==> src/rtl/msx_bus_initiator.sv <==
// MSX cartridge bus initiator: turns one request into a SETUP/STROBE/HOLD bus cycle, one request in flight.
// REQ_READY only in IDLE; RSP_VALID pulses on the first HOLD cycle; WAIT_n stretches STROBE up to TIMEOUT.
module msx_bus_initiator #(
  parameter int SETUP_CYC  = 2,
  parameter int STROBE_CYC = 4,
  parameter int HOLD_CYC   = 1,
  parameter int TIMEOUT    = 1023,
  parameter int RST_CYC    = 64
) (
  input  logic        CLK,
  input  logic        RESET_n,
  input  logic        REQ_VALID,
  output logic        REQ_READY,
  input  logic        REQ_WRITE,
  input  logic        REQ_IO,
  input  logic [15:0] REQ_ADDR,
  input  logic [7:0]  REQ_WDATA,
  input  logic        SOFT_RST,
  output logic        RSP_VALID,
  output logic [7:0]  RSP_RDATA,
  output logic        RSP_TIMEOUT,
  output logic [15:0] ADDR,
  output logic [7:0]  DIN,
  input  logic [7:0]  DOUT,
  output logic        SLTSL_n,
  output logic        MERQ_n,
  output logic        IORQ_n,
  output logic        RD_n,
  output logic        WR_n,
  output logic        CS1_n,
  output logic        CS2_n,
  output logic        CS12_n,
  output logic        M1_n,
  output logic        RFSH_n,
  input  logic        WAIT_n,
  output logic        BUS_RESET_n
);

  typedef enum logic [2:0] {S_BRST, S_IDLE, S_SETUP, S_STROBE, S_HOLD} state_t;

  localparam logic [3:0] L_SETUP_LAST = 4'(SETUP_CYC - 1);
  localparam logic [3:0] L_STB_LAST   = 4'(STROBE_CYC - 1);
  localparam logic [3:0] L_HOLD_LAST  = 4'(HOLD_CYC - 1);
  localparam logic [9:0] L_TO_LAST    = 10'(TIMEOUT - 1);
  localparam logic [7:0] L_RST_LAST   = 8'(RST_CYC - 1);

  state_t      r_state, w_state_nxt;
  logic [3:0]  r_cnt, w_cnt_nxt;
  logic [7:0]  r_rst_cnt, w_rst_cnt_nxt;
  logic [9:0]  r_wcnt, w_wcnt_nxt;
  logic        r_write, r_io, r_timeout, r_srst_pend;
  logic [15:0] r_addr;
  logic [7:0]  r_wdata, r_rdata;
  logic        w_accept, w_done, w_to, w_bus_act, w_stb_done, w_mem_rd;

  assign w_bus_act  = (r_state == S_SETUP) || (r_state == S_STROBE);
  assign w_stb_done = (r_cnt == L_STB_LAST);
  assign w_mem_rd   = !r_io && !r_write;
  assign M1_n        = 1'b1;
  assign RFSH_n      = 1'b1;
  assign RSP_RDATA   = r_rdata;
  assign RSP_TIMEOUT = r_timeout;

  always_comb begin
    w_state_nxt   = r_state;
    w_cnt_nxt     = r_cnt;
    w_rst_cnt_nxt = r_rst_cnt;
    w_wcnt_nxt    = r_wcnt;
    w_accept      = 1'b0;
    w_done        = 1'b0;
    w_to          = 1'b0;
    REQ_READY     = 1'b0;
    RSP_VALID     = 1'b0;
    BUS_RESET_n   = 1'b1;
    ADDR          = 16'h0000;
    DIN           = 8'h00;
    SLTSL_n       = 1'b1;
    MERQ_n        = 1'b1;
    IORQ_n        = 1'b1;
    RD_n          = 1'b1;
    WR_n          = 1'b1;
    CS1_n         = 1'b1;
    CS2_n         = 1'b1;
    CS12_n        = 1'b1;

    if (w_bus_act) begin
      ADDR    = r_addr;
      DIN     = r_write ? r_wdata : 8'h00;
      SLTSL_n = r_io;
      MERQ_n  = r_io;
      IORQ_n  = !r_io;
      if (w_mem_rd) begin
        CS1_n  = !(r_addr[15:14] == 2'b01);
        CS2_n  = !(r_addr[15:14] == 2'b10);
        CS12_n = !(r_addr[15] ^ r_addr[14]);
      end
    end

    case (r_state)
      S_BRST: begin
        BUS_RESET_n = 1'b0;
        if (r_rst_cnt == L_RST_LAST) begin
          w_state_nxt   = S_IDLE;
          w_rst_cnt_nxt = 8'd0;
        end else begin
          w_rst_cnt_nxt = r_rst_cnt + 8'd1;
        end
      end
      S_IDLE: begin
        // A soft reset request withdraws READY so a same-cycle request is never handshaken.
        REQ_READY = !SOFT_RST;
        if (SOFT_RST) begin
          w_state_nxt   = S_BRST;
          w_rst_cnt_nxt = 8'd0;
        end else if (REQ_VALID) begin
          w_accept    = 1'b1;
          w_state_nxt = S_SETUP;
          w_cnt_nxt   = 4'd0;
        end
      end
      S_SETUP: begin
        if (r_cnt == L_SETUP_LAST) begin
          w_state_nxt = S_STROBE;
          w_cnt_nxt   = 4'd0;
          w_wcnt_nxt  = 10'd0;
        end else begin
          w_cnt_nxt = r_cnt + 4'd1;
        end
      end
      S_STROBE: begin
        RD_n = r_write;
        WR_n = !r_write;
        if (!WAIT_n && (r_wcnt == L_TO_LAST)) begin
          w_to        = 1'b1;
          w_done      = 1'b1;
          w_state_nxt = S_HOLD;
          w_cnt_nxt   = 4'd0;
          w_wcnt_nxt  = 10'd0;
        end else if (w_stb_done && WAIT_n) begin
          w_done      = 1'b1;
          w_state_nxt = S_HOLD;
          w_cnt_nxt   = 4'd0;
          w_wcnt_nxt  = 10'd0;
        end else begin
          if (!w_stb_done) w_cnt_nxt = r_cnt + 4'd1;
          w_wcnt_nxt = WAIT_n ? 10'd0 : r_wcnt + 10'd1;
        end
      end
      S_HOLD: begin
        ADDR      = r_addr;
        RSP_VALID = (r_cnt == 4'd0);
        if (r_cnt == L_HOLD_LAST) begin
          if (r_srst_pend || SOFT_RST) begin
            w_state_nxt   = S_BRST;
            w_rst_cnt_nxt = 8'd0;
          end else begin
            w_state_nxt = S_IDLE;
          end
        end else begin
          w_cnt_nxt = r_cnt + 4'd1;
        end
      end
      default: begin
        w_state_nxt   = S_BRST;
        w_rst_cnt_nxt = 8'd0;
      end
    endcase
  end

  always_ff @(posedge CLK or negedge RESET_n) begin
    if (!RESET_n) begin
      r_state   <= S_BRST;
      r_cnt     <= 4'd0;
      r_rst_cnt <= 8'd0;
      r_wcnt    <= 10'd0;
    end else begin
      r_state   <= w_state_nxt;
      r_cnt     <= w_cnt_nxt;
      r_rst_cnt <= w_rst_cnt_nxt;
      r_wcnt    <= w_wcnt_nxt;
    end
  end

  always_ff @(posedge CLK or negedge RESET_n) begin
    if (!RESET_n) begin
      r_write     <= 1'b0;
      r_io        <= 1'b0;
      r_addr      <= 16'h0000;
      r_wdata     <= 8'h00;
      r_rdata     <= 8'h00;
      r_timeout   <= 1'b0;
      r_srst_pend <= 1'b0;
    end else begin
      if (w_accept) begin
        r_write <= REQ_WRITE;
        r_io    <= REQ_IO;
        r_addr  <= REQ_ADDR;
        r_wdata <= REQ_WDATA;
      end
      if (w_done) begin
        r_timeout <= w_to;
        if (w_to)          r_rdata <= 8'hFF;
        else if (!r_write) r_rdata <= DOUT;
      end
      // Pending only matters while a transaction is in flight; it is consumed on entry to BRST.
      if (w_state_nxt == S_BRST)
        r_srst_pend <= 1'b0;
      else if (SOFT_RST && (w_bus_act || (r_state == S_HOLD)))
        r_srst_pend <= 1'b1;
    end
  end

endmodule
==> config.mk <==
export PLATFORM = sky130hd
export DESIGN_NAME = msx_bus_initiator
export DESIGN_NICKNAME = d
export VERILOG_FILES = /design/src/rtl/msx_bus_initiator.sv
export SDC_FILE = /design/constraint.sdc
export NUM_CORES = 1
export LEC_CHECK = 0
export BUFFER_PORTS_ARGS = -buffer_cell sky130_fd_sc_hd__buf_4
export CORE_MARGIN = 5
export CORE_UTILIZATION = 48
export CTS_CLUSTER_SIZE = 25
export DETAILED_ROUTE_END_ITERATION = 16
export PLACE_DENSITY = 0.77
export SETUP_SLACK_MARGIN = 0.02
export SLEW_MARGIN = 5
export SYNTH_ARGS = -nofsm -noshare
export SYNTH_HDL_FRONTEND = slang
export SYNTH_SLANG_ARGS = --single-unit
export TNS_END_PERCENT = 30
==> constraint.sdc <==
create_clock -name CLK -period 1.8 [get_ports CLK]
set_input_delay 0.36 -clock CLK [delete_from_list [all_inputs] [get_ports CLK]]
set_output_delay 0.36 -clock CLK [all_outputs]
set_load 0.005 [all_outputs]
After elaboration in Yosys (flattened, before gate mapping)
Index checks and enable logic that the tools add are counted.
- bits in registers: 61
- latch bits: 0
- bits in writable memories: 0
- bits in read-only memories: 0
- input bits: 39
- output and inout bits: 46
- logic and storage cells: 116
- memories: 0
- $add $sub $neg: 3
- $mul: 0
- div/mod/pow operators: 0
- order comparisons: 0
- equal/unequal tests: 19
- shift-type cells: 0
- muxes and demuxes: 56
- bitwise gates (word level): 2
- reductions and logical operators: 25
- operators by type and width (operator ; count):
    8-bit 2-to-1 mux ; 8
    10-bit 2-to-1 mux ; 4
    16-bit 2-to-1 mux ; 2
    8-bit case mux with 4 select lines ; 1
    4-bit 2-to-1 mux ; 7
    1-bit 2-to-1 mux ; 24
    3-bit 2-to-1 mux ; 7
    10-bit case mux with 2 select lines ; 1
    4-bit case mux with 4 select lines ; 1
    3-bit case mux with 5 select lines ; 1
    2-bit != test, second input constant ; 6
    10-bit by 1-bit adder with 10-bit output, second input constant ; 1
    10-bit equality test, second input constant ; 1
    8-bit by 1-bit adder with 8-bit output, second input constant ; 1
    8-bit by 6-bit equality test with 1-bit output, second input constant ; 1
    1-bit zero test ; 7
    3-bit by 2-bit equality test with 1-bit output, second input constant ; 2
    3-bit zero test ; 2
    5-bit AND reduction ; 1
    4-bit by 1-bit adder with 4-bit output, second input constant ; 1
    4-bit by 1-bit equality test with 1-bit output, second input constant ; 1
    4-bit by 2-bit equality test with 1-bit output, second input constant ; 1
    1-bit logical AND ; 4
    4-bit zero test ; 1
    14 further kinds ; 19

Longest topological paths before layout
Gate-level depths: netlist (run 1).
- depth in word-level cells: 7
- depth in mapped cells: 8
- mapped depth without buffers: 7

Worst setup path after synthesis (run 1)
OpenSTA, ideal clock, no wires.
- kind: flip-flop to flip-flop
- start point: reg r_cnt[1]
- end point: reg r_cnt[1]
- setup time: 0.122 ns
- data arrival time: 1.716 ns
- required time: 1.678 ns
- slack: -0.037 ns
- cell stages (with the launch flop): 8
- path buffers: 0
- period minus slack after synthesis: 1.837 ns
- cell sequence: dfrtp_1 -> inv_1 -> ha_1 -> or3b_2 -> a21oi_1 -> o32ai_1 -> nor2b_1 -> a32o_1
- word-level cells in the longest chain between the ends: 5
- elaborated cells between the ends (all ways): 14
- those cells by class: add/sub: 1; eq/ne: 4; mux: 6; reduce/logical: 3
- RTL lines (item ; RTL line ; source):
    from (decl) ; 48 ; logic [3:0] r_cnt, w_cnt_nxt;
    from (signal assigned) ; 178 ; r_cnt <= w_cnt_nxt;
    4-bit by 1-bit adder with 4-bit output or 4-bit by 2-bit equality test with 1-bit output (tied branches) ; n/a ;
    4-bit 2-to-1 mux or 1-bit logical AND (tied branches) ; 145, 139 ;
    4-bit 2-to-1 mux ; 139 ; end else if (w_stb_done && WAIT_n) begin
    4-bit 2-to-1 mux ; 133 ; if (!WAIT_n && (r_wcnt == L_TO_LAST)) begin
    4-bit case mux with 4 select lines ; 99 ; case (r_state)
Parallel ways exist; a longest one is shown, timed or not. The select of a mux whose other input is x is not followed.
A chain may end at the register's enable or synchronous reset.

Final worst setup path (run 1)
- start point: reg r_state[1]
- end point: out CS12_n
- word-level cells in the longest chain between the ends: 3
- elaborated cells between the ends (all ways): 4
- those cells by class: eq/ne: 2; mux: 1; reduce/logical: 1
- RTL lines (item ; RTL line ; source):
    from (decl) ; 47 ; state_t r_state, w_state_nxt;
    from (signal assigned) ; 177 ; r_state <= w_state_nxt;
    3-bit by 2-bit equality test with 1-bit output ; 56 ; assign w_bus_act = (r_state == S_SETUP) || (r_state == S_STROBE);
    1-bit logical OR (*) ; 56 ;
    1-bit 2-to-1 mux (*) ; 86 ; if (w_bus_act) begin
    to (decl) ; 32 ; output logic CS12_n,
Mark *: on every way between the ends. The rest lies on a longest branch, timed or not.

==> results of run 1 <==
-- layout make-up --
cell class	count	share of cell area
clock buffer	11	0.0336
clock inverter	4	0.00527
inverter	12	0.00999
multi-input combinational	220	0.374
sequential	61	0.338
tap	77	0.0214
timing repair buffer	115	0.218
-- layer usage --
metal | vias up | global-route usage | wire (um)
met5 | - | 0 | 0
li1 | 1291 | - | -
met3 | 15 | 0.0496 | 413
met2 | 68 | 0.309 | 4060
met4 | 0 | 0.0854 | 202
met1 | 1302 | 0.240 | 3440
-- synthesized netlist by cell type (7+ instances only) --
| library cell | instances |
|---|---|
| nand3_1 | 13 |
| nor2_1 | 20 |
| mux2_2 | 26 |
| and2_1 | 15 |
| nor3_1 | 7 |
| and3_1 | 9 |
| dfrtp_1 | 61 |
| nand2_1 | 30 |
| o21ai_0 | 14 |
| inv_1 | 12 |
| ha_1 | 8 |
| mux2i_1 | 8 |
| nand2b_1 | 8 |
-- through the flow --
step	cells	setup WS, ps	util
2_1_floorplan	306	71.7	-
3_3_place_gp	479	42.9	0.635
3_5_place_dp	479	-18.3	0.635
4_1_cts	497	-180	0.677
5_1_grt	500	-279	0.702
6_report	500	-190	0.702
-- power breakdown --
group	internal, W	switching (W)
clock network	0.000562	0.000533
registers	0.00139	0.0000137
logic	0.0000798	0.0000567
total	0.00203	0.000604
-- worst reg2reg max path, cell delays in order, from the launching register on --
cell and delay (ps):
dfrtp_1 440, ha_1 200, or3b_4 390, a21oi_2 140, o32ai_2 120, nor2b_1 160
a32o_1 270
-- sequential cells by signal, indices dropped and copies added, names as in the netlist, 3 cells and up --
register,count
r_addr,16
r_wdata,8
r_state,3
r_cnt,4
r_rst_cnt,8
r_wcnt,10
RSP_RDATA,8
-- worst paths after layout --
| kind | start | endpoint | slack [ps] | cells past startpoint |
|---|---|---|---|---|
| hold / removal | DOUT[4] | RSP_RDATA[4]$_DFFE_PN0P_ | 240 | 3 |
| hold reg to reg | RSP_TIMEOUT$_DFFE_PN0P_ | RSP_TIMEOUT$_DFFE_PN0P_ | 480 | 2 |
| setup / recovery | r_state[1]$_DFF_PN0_ | CS12_n | -190 | 5 |
| max in group asynchronous | RESET_n | r_addr[9]$_DFFE_PN0P_ | 840 | 3 |
| setup reg to reg | r_cnt[0]$_DFFE_PN0P_ | r_cnt[1]$_DFFE_PN0P_ | -20 | 6 |
| min in group asynchronous | RESET_n | r_rst_cnt[5]$_DFFE_PN0P_ | 450 | 2 |
-- cells by family after synthesis --
family                     synth area share
muxes                                 0.117
adders and majority gates            0.0314
xor gates and xnor gates             0.0220
other                               0.00117
and+or+nand+nor                       0.216
AOI/OAI and AO/OA                    0.0953
buffers and inverters                0.0392
DFF                                   0.478
-- placed cells by master (no fill, tap or decap), drive strengths merged, types with 4 or more instances in the layout --
cell type,count
nand2,31
buf,114
a31oi,5
o21ai,14
clkbuf,11
o31ai,4
and3,9
xnor2,6
clkinv,4
and2,15
dfrtp,61
mux2i,8
a21oi,7
nor3,8
inv,12
mux2,26
nand2b,8
nor2,21
ha,8
nand3,13
-- timing repair --
| item | in CTS | in global routing |
|---|---|---|
| hold buffers | 1 | 0 |
| setup buffers | 2 | 2 |
| gates resized for setup | 17 | 36 |
| endpoints found under the hold margin | 23 | 0 |
| pin swaps | 4 | 8 |
| setup endpoints to repair | 34 | 64 |
| gates cloned | 0 | 1 |
==> run metrics, run 1 <==
status finished, violations left; failing checks negative setup slack; vias in the first global route 2672; Final setup viols 31; Final Hold Viols 0; Netlist cell types 54; Final #Nets 466; CP max-delay cell dfrtp_1; via count 2676; peak supply drop 0.427 mV; effective utilization at floorplan 0.497; Post-synth ARST share 1.00; Die Area 8380 sq um; Max Cap Violations 0; required time worst endpoint 1440 ps; CP max FO 7; Clock Tree Buf Depth 2; multi-input logic area 1690 sq um; P_leak 2.24 nW; first-pass GRT wire length 12.8 mm; initial antenna violation count 0; CTS tree yes; worst min path class input pin to flip-flop; Die X just over 90 um; Crit path max-delay family simple AND/OR/NAND/NOR gates; Area Overhead vs Synth 41.3%; number of synthesized flops with an enable pin 0; DP HPWL 5.72 mm; crit path launch type flip-flop; DRC viols 0; share of the synthesized area in the top cell type 0.478; Setup WS post-layout -190 ps; flops & latches, synth 61; GRT Total Usage 0.191; DR iter-0 viols 138; Syn. warnings 0; Most used DFF post-synth dfrtp_1; ranking of synthesized cells by area dfrtp_1 (48%), mux2_2 (9.2%), nand2_1 (3.5%); Design Power 0.00264 W; max-slew violation count 0; Layout fillers 440; first drt pass iteration count 4; Routed wire per std cell around 16 um; Crit path arrival time 1630 ps; setup TNS -3800 ps; Power Dens Cells a little under 600 nW/um^2; worst skew pair latency 340 ps; Final Cycle Share 1.11; average cell area after synthesis 10.5 sq um; post-placement cell area between 4000 and 5000 sq um; CP max stage delay approximately 360 ps; RSZ-0062 raised after global routing true; clk_skew about 11 ps; Die Ht 91.5 um; sequential-to-total area share from yosys stat 0.478; synthesized area about 3200 sq um; post-route ant nets 0; Max Freq about 500 MHz; drt total wl slightly above 8 mm; final RePlAce weighted congestion 0.899; number of clock sinks 61; CP Buf/Inv Count 2; largest net degree at the start of global routing 39; worst-path cell chain buf_6 > and2b_2 > nand2b_4 > or3_1 > buf_4; Root Driver clkbuf_8; Reg clk slew, reported paths 70 ps; crit path time final 1990 ps; GRT overflow 0; share of cells above drive strength 1 0.459; I/O Buffers between 80 and 90; Synth area leader dfrtp_1; Max H-tree Level 3; final instance area roughly 4500 sq um; core outline area 6420 sq um; Syn Inst Count 305; FP Rows 29; TritonCTS buffer count 9; # IOs 85; diode count 0; Worst Setup End Kind output pin; DR vias/cell 5.35; register area 1530 sq um; critical setup path kind flip-flop to output pin; final hold slack 235 ps
Power figures use the tool's default switching activity.
==> inputs of run 2 (changes only) <==
--- a/config.mk
+++ b/config.mk
@@ -7,7 +7,7 @@
 export LEC_CHECK = 0
 export BUFFER_PORTS_ARGS = -buffer_cell sky130_fd_sc_hd__buf_4
 export CORE_MARGIN = 5
-export CORE_UTILIZATION = 48
+export CORE_UTILIZATION = 53
 export CTS_CLUSTER_SIZE = 25
 export DETAILED_ROUTE_END_ITERATION = 16
 export PLACE_DENSITY = 0.77
==> constraint.sdc (replaced) <==
create_clock -name CLK -period 1.9 [get_ports CLK]
set_input_delay 0.38 -clock CLK [delete_from_list [all_inputs] [get_ports CLK]]
set_output_delay 0.38 -clock CLK [all_outputs]
set_load 0.005 [all_outputs]
==> run metrics, run 2 (synthesis results as in run 1) <==
status finished, violations left (unchanged); failing checks negative setup slack (unchanged); worst min path class input pin to flip-flop (unchanged); Clock Tree Buf Depth 2 (unchanged); FP Rows 28 (was 29); via count 2668 (was 2676); worst skew pair latency 350 ps (was 340 ps); core outline area 5890 sq um (was 6420 sq um); max-slew violation count 0 (unchanged); Layout fillers 425 (was 440); initial antenna violation count 0 (unchanged); Max H-tree Level 3 (unchanged); Power Dens Cells 596 nW/um^2 (was 585 nW/um^2); drt total wl 7.97 mm (was 8.11 mm); Final setup viols 19 (was 31); first drt pass iteration count 4 (unchanged); Reg clk slew, reported paths 80 ps (was 70 ps); max FFs per register 16 (unchanged); P_leak 2.23 nW (was 2.24 nW); post-route ant nets 0 (unchanged); Final #Nets 460 (was 466); largest registers r_addr (16), r_wcnt (10) (unchanged); clk_skew 14.3 ps (was 11.1 ps); setup TNS -1450 ps (was -3800 ps); effective utilization at floorplan 0.542 (was 0.497); first-pass GRT wire length 12.8 mm (about the same); DP HPWL 5.60 mm (was 5.72 mm); most common cell after layout, fill and taps aside buf_4 (unchanged); TritonCTS buffer count 9 (unchanged); RSZ-0062 raised after global routing true (unchanged); Setup WS post-layout -98.9 ps (was -190 ps); crit path time final 2000 ps; GRT Total Usage 0.213 (was 0.191); crit path launch type flip-flop (unchanged); Routed wire per std cell 16.2 um (about the same); Max Cap Violations 0 (unchanged); final RePlAce weighted congestion 0.834 (was 0.899); Final Cycle Share 1.05; final instance area 4390 sq um (was 4510 sq um); Die Ht 87.6 um (was 91.5 um); Design Power 0.00262 W (was 0.00264 W); peak supply drop 0.423 mV (was 0.427 mV); diode count 0 (unchanged); required time worst endpoint 1520 ps (was 1440 ps); Die X 87.6 um (was 91.5 um); Area Overhead vs Synth 37.6% (was 41.3%); # IOs 85 (unchanged); CTS tree yes (unchanged); Final Hold Viols 0 (unchanged); GRT overflow 0 (unchanged); DR iter-0 viols 139 (was 138); Worst Setup End Kind output pin (unchanged); Die Area 7670 sq um (was 8380 sq um); Max Freq 500 MHz; share of cells above drive strength 1 0.447 (was 0.459); vias in the first global route 2707 (was 2672); Final Util 0.746 (was 0.702); DR vias/cell 5.41 (was 5.35); register with the most flip-flops r_addr (unchanged); final hold slack 255 ps (was 235 ps); CP max FO 5 (was 7); R2R Setup Slk -20 ps (about the same); largest net degree at the start of global routing 35 (was 39); most frequent cells in the layout buf_4 (88), dfrtp_1 (59), nand2_1 (28), mux2_2 (26) (was buf_4 (90), dfrtp_1 (61), mux2_2 (26), nand2_1 (25), buf_6 (21)); number of clock sinks 61 (unchanged); DRC viols 0 (unchanged); Root Driver clkbuf_8 (unchanged); post-placement cell area 3990 sq um (was 4080 sq um); critical setup path kind flip-flop to output pin (unchanged); I/O Buffers 82 (unchanged); Crit path arrival time 1620 ps (was 1630 ps)
run 2: cell types whose count changed in the layout (fill, tap and decap cells not counted), sizes merged:
cell	delta
clkbuf	+1
bufinv	+1
buf	-6
clkinv	-2
clkinvlp	+1
run 2: what timing repair did:
item / CTS / global route
setup buffers: 5 / 0
cloned: 1 / 0
hold endpoints to repair: 27 / 0
pin swaps: 12 / 7
endpoints found under the setup margin: 32 / 51
hold buffers: 1 / 0
resized for setup: 35 / 15
run 2: critical path, stage by stage, from the launching register on:
cell     delay [ps]
dfrtp_2         410
or3b_4          410
nand2_4         110
buf_6           120
and2_4          140
buf_6            80
run 2: final timing paths:
check	start	to	depth (start not counted)
min	DOUT[3]	RSP_RDATA[3]$_DFFE_PN0P_	3
max in group asynchronous	RESET_n	r_state[2]$_DFF_PN0_	3
max	r_state[2]$_DFF_PN0_	ADDR[0]	5
max reg2reg	r_cnt[1]$_DFFE_PN0P_	r_cnt[1]$_DFFE_PN0P_	7
min reg2reg	RSP_TIMEOUT$_DFFE_PN0P_	RSP_TIMEOUT$_DFFE_PN0P_	2
min in group asynchronous	RESET_n	r_wdata[6]$_DFFE_PN0P_	2
run 2: cell type report:
type | count | area, sq um | share of cell area
clock buffer | 12 | 145 | 0.0330
clock inverter | 4 | 47.5 | 0.0108
inverter | 12 | 45.0 | 0.0103
multi-input combinational | 220 | 1630 | 0.371
sequential | 61 | 1530 | 0.348
tap | 75 | 93.8 | 0.0214
timing repair buffer | 109 | 905 | 0.206
run 2: layer usage:
metal	vias to the layer above	part of all wire	wire [um]	track usage
met5	-	0	0	0
met4	0	0.029	229	0.0962
met3	22	0.053	425	0.0367
met2	73	0.50	4000	0.346
met1	1293	0.42	3310	0.281
li1	1280	-	-	-
run 2: through the flow:
step | std cells | setup slack, ps
detailed placement | 470 | -35.3
finish | 493 | -98.9
CTS | 493 | -71.8
global placement | 470 | 32.0
floorplan | 306 | 62.5
global route | 493 | -153
run 2: power breakdown:
group / internal (W) / switching [W]
clock: 0.000638 / 0.000521
combinational: 0.0000749 / 0.0000517
sequential: 0.00132 / 0.0000130
total: 0.00203 / 0.000585
==> inputs of run 3 (changes only) <==
--- a/config.mk
+++ b/config.mk
@@ -5,6 +5,7 @@
 export SDC_FILE = /design/constraint.sdc
 export NUM_CORES = 1
 export LEC_CHECK = 0
+export ABC_AREA = 1
 export BUFFER_PORTS_ARGS = -buffer_cell sky130_fd_sc_hd__buf_4
 export CORE_MARGIN = 5
 export CORE_UTILIZATION = 53
==> run metrics, run 3 <==
most frequent cells in the layout buf_4 (96), nand2_1 (90), dfrtp_1 (60), nor2_1 (58), inv_1 (56) (was buf_4 (88), dfrtp_1 (59), nand2_1 (28), mux2_2 (26)); setup TNS 0 ps (was -1450 ps); max-slew violation count 0 (unchanged); Internal Power 0.00189 W (was 0.00203 W); Syn. warnings 0 (unchanged); P_leak 2.46 nW (was 2.23 nW); Synth area leader dfrtp_1 (unchanged); drt total wl 7.89 mm (was 7.97 mm); critical setup path kind flip-flop to output pin (unchanged); Syn Inst Count 412 (was 305); Max H-tree Level 3 (unchanged); Netlist cell types 30 (was 54); via count 3022 (was 2668); Die X 88.0 um (was 87.6 um); final RePlAce weighted congestion 0.921 (was 0.834); Critical R2R Capture r_wcnt[0]$_DFFE_PN0P_ (was r_cnt[1]$_DFFE_PN0P_); core outline area 5920 sq um (was 5890 sq um); Worst Setup End Kind output pin (unchanged); WHS Path Cells 3 (unchanged); worst-path cell chain inv_2 > nand2_2 > inv_2 > buf_6 > nand2_4 > nor2_4 > nand2_1 > buf_4 (was or3b_4 > nand2_4 > buf_6 > and2_4 > buf_6); CP max stage delay 390 ps (was 410 ps); clk_skew 5.71 ps (was 14.3 ps); CTS tree yes (unchanged); Reg power frac 0.533 (was 0.509); Die Ht 88.0 um (was 87.6 um); R2R Setup Slk 180 ps (was -20 ps); Non-Filler Instances 596 (was 493); register with the most flip-flops r_addr (unchanged); Power Dens Cells 570 nW/um^2 (was 596 nW/um^2); crit path time final 1850 ps (was 2000 ps); Final Cycle Share 0.974 (was 1.05); Net Switching 0.000549 W (was 0.000585 W); largest registers r_addr (16), r_wcnt (10) (unchanged); Crit path arrival time 1470 ps (was 1620 ps); first drt pass iteration count 4 (unchanged); cell mode on critical path inv_2 (was buf_6); largest net degree at the start of global routing 46 (was 35); diode count 0 (unchanged); Root Driver clkbuf_8 (unchanged); peak supply drop 0.368 mV (was 0.423 mV); effective utilization at floorplan 0.544 (was 0.542); DRC viols 0 (unchanged); DR iter-0 viols 165 (was 139); Most used DFF post-synth dfrtp_1 (unchanged); Placed Cells 572 (was 470); worst min path class input pin to flip-flop (unchanged); TritonCTS buffer count 9 (unchanged); Final setup viols 0 (was 19); Post-synth ARST share 1.00 (unchanged); Max Cap Violations 0 (unchanged); DP HPWL 5.75 mm (was 5.60 mm); GRT overflow 0 (unchanged); vias in the first global route 2950 (was 2707); Reg clk slew, reported paths 70 ps (was 80 ps); Routed wire per std cell 13.2 um (was 16.2 um); Area Overhead vs Synth 32.7% (was 37.6%); Setup WS post-layout 48.7 ps (was -98.9 ps); share of cells above drive strength 1 0.298 (was 0.447); crit path launch type flip-flop (unchanged); status finished clean (was finished, violations left); flops & latches, synth 61 (unchanged); RSZ-0062 raised after global routing true (unchanged); Setup WS pre-CTS -309 ps (was -35.3 ps); r2r startpoint r_state[2]$_DFF_PN0_ (was r_cnt[1]$_DFFE_PN0P_); Clk pwr share 0.427 (was 0.443); ranking of synthesized cells by area dfrtp_1 (47%), nand2_1 (11%), nor2_1 (7.9%) (was dfrtp_1 (48%), mux2_2 (9.2%), nand2_1 (3.5%)); Comb power frac 0.040 (was 0.048); Slew @ Worst Pin 547 ps; Final Hold Viols 0 (unchanged); FP Rows 28 (unchanged); most common cell after layout, fill and taps aside buf_4 (unchanged); Post-synth top cells nand2_1 (92), nor2_1 (68), dfrtp_1 (61) (was dfrtp_1 (61), nand2_1 (30), mux2_2 (26)); Clock Tree Buf Depth 2 (unchanged); number of synthesized flops with an enable pin 0 (unchanged); worst reg2reg path depth 10 (was 7); slew margin rel. 0.635; CP max FO 4 (was 5); final instance area 4280 sq um (was 4390 sq um); max FFs per register 16 (unchanged); Switching Share 0.225 (was 0.224); average cell area after synthesis 7.82 sq um (was 10.5 sq um); most instantiated library cell after synthesis nand2_1 (was dfrtp_1); share of the synthesized area in the top cell type 0.474 (was 0.478); synthesized area 3220 sq um (was 3190 sq um); I/O Buffers 82 (unchanged); GRT Total Usage 0.218 (was 0.213); Final #Nets 563 (was 460); Hold Startpoint DOUT[5] (was DOUT[3]); Max Freq 540 MHz (was 500 MHz); Die Area 7740 sq um (was 7670 sq um); CP max-delay cell dfrtp_1 (was dfrtp_2); # IOs 85 (unchanged); post-route ant nets 0 (unchanged); initial antenna violation count 0 (unchanged); worst skew pair latency 330 ps (was 350 ps); hold endpoint RSP_RDATA[5]$_DFFE_PN0P_ (was RSP_RDATA[3]$_DFFE_PN0P_); DR vias/cell 5.07 (was 5.41); required time worst endpoint 1520 ps (about the same); first-pass GRT wire length 13.0 mm (was 12.8 mm); post-placement cell area 3960 sq um (was 3990 sq um); Design Power 0.00244 W (was 0.00262 W); number of clock sinks 61 (unchanged); sequential-to-total area share from yosys stat 0.474 (was 0.478)
## run 3: changes by cell type in the layout (fill, tap and decap cells not counted), sizes merged, moves of 9 or more
| cell | change |
|---|---|
| o21ai | +12 |
| nand3 | +18 |
| a21oi | +11 |
| mux2 | -18 |
| nor2 | +52 |
| nand2 | +64 |
| and3 | -9 |
| and2 | -15 |
| inv | +49 |
## run 3: through the flow
step | hold slack [ps] | utilization
floorplan | 84.4 | -
global placement | 327 | 0.668
detailed placement | 334 | 0.668
CTS | 255 | 0.708
global route | 249 | 0.722
finish | 259 | 0.722
## run 3: power by group through the flow
stage | sequential [W] | clock [W] | combinational, W
after floorplan | 0.00132 | 0 | 0.00000806
after global placement | 0.00132 | 0 | 0.0000979
after detailed placement | 0.00132 | 0 | 0.0000991
after CTS | 0.00130 | 0.00106 | 0.000101
after global routing | 0.00130 | 0.00113 | 0.000110
final | 0.00130 | 0.00104 | 0.0000976
## run 3: area by class of cell
class | count | area [sq um]
flip-flops and latches | 61 | 1530
clock inverters | 5 | 25.0
inverters | 61 | 229
fillers | 459 | 1640
well taps | 75 | 93.8
repair buffers | 102 | 805
clock buffers | 11 | 151
multi-input cells | 281 | 1450
## run 3: how the worst max path moves through the flow
stage	from	depth (start not counted)	endpoint	slack, ps
global route	r_state[1]$_DFF_PN0_	7	ADDR[4]	-30
global placement	r_state[1]$_DFF_PN0_	6	ADDR[0]	-190
floorplan	r_state[1]$_DFF_PN0_	6	ADDR[10]	340
CTS	r_state[2]$_DFF_PN0_	8	CS12_n	30
finish	r_state[2]$_DFF_PN0_	8	CS1_n	50
detailed placement	r_state[1]$_DFF_PN0_	6	ADDR[4]	-310
## run 3: worst max-delay path: cells and delay by family, from the launching register on
kind	cells	cell delay (ps)
buf+inv	4	450
flops	1	390
simple gates	4	310
## run 3: per-layer routing
metal	track usage	share of wire	up-vias
li1	-	-	1497
met1	0.279	0.42	1418
met2	0.345	0.48	98
met3	0.0734	0.090	9
met4	0.0767	0.0093	0
met5	0	0	-
## run 3: logic make-up (layout without fill, tap and decap cells)
group / count (synthesis) / after routing / synth area share
AND/OR/NAND/NOR: 210 / 210 / 0.277
XOR/XNOR: 5 / 5 / 0.0136
adder cells (fa/ha/maj): 8 / 8 / 0.0311
flip-flops: 61 / 61 / 0.474
multiplexers: 8 / 8 / 0.0303
buffers and inverters: 71 / 179 / 0.0967
other: 1 / 2 / 0.00116
AO/OA/AOI/OAI: 48 / 48 / 0.0769
## run 3: what timing repair did
action / CTS / global route
endpoints found under the hold margin: 27 / 0
setup endpoints to repair: 25 / 22
buffers inserted: 2 / 5
hold buffers: 1 / 0
pin swaps: 2 / 3
gates resized for setup: 8 / 15
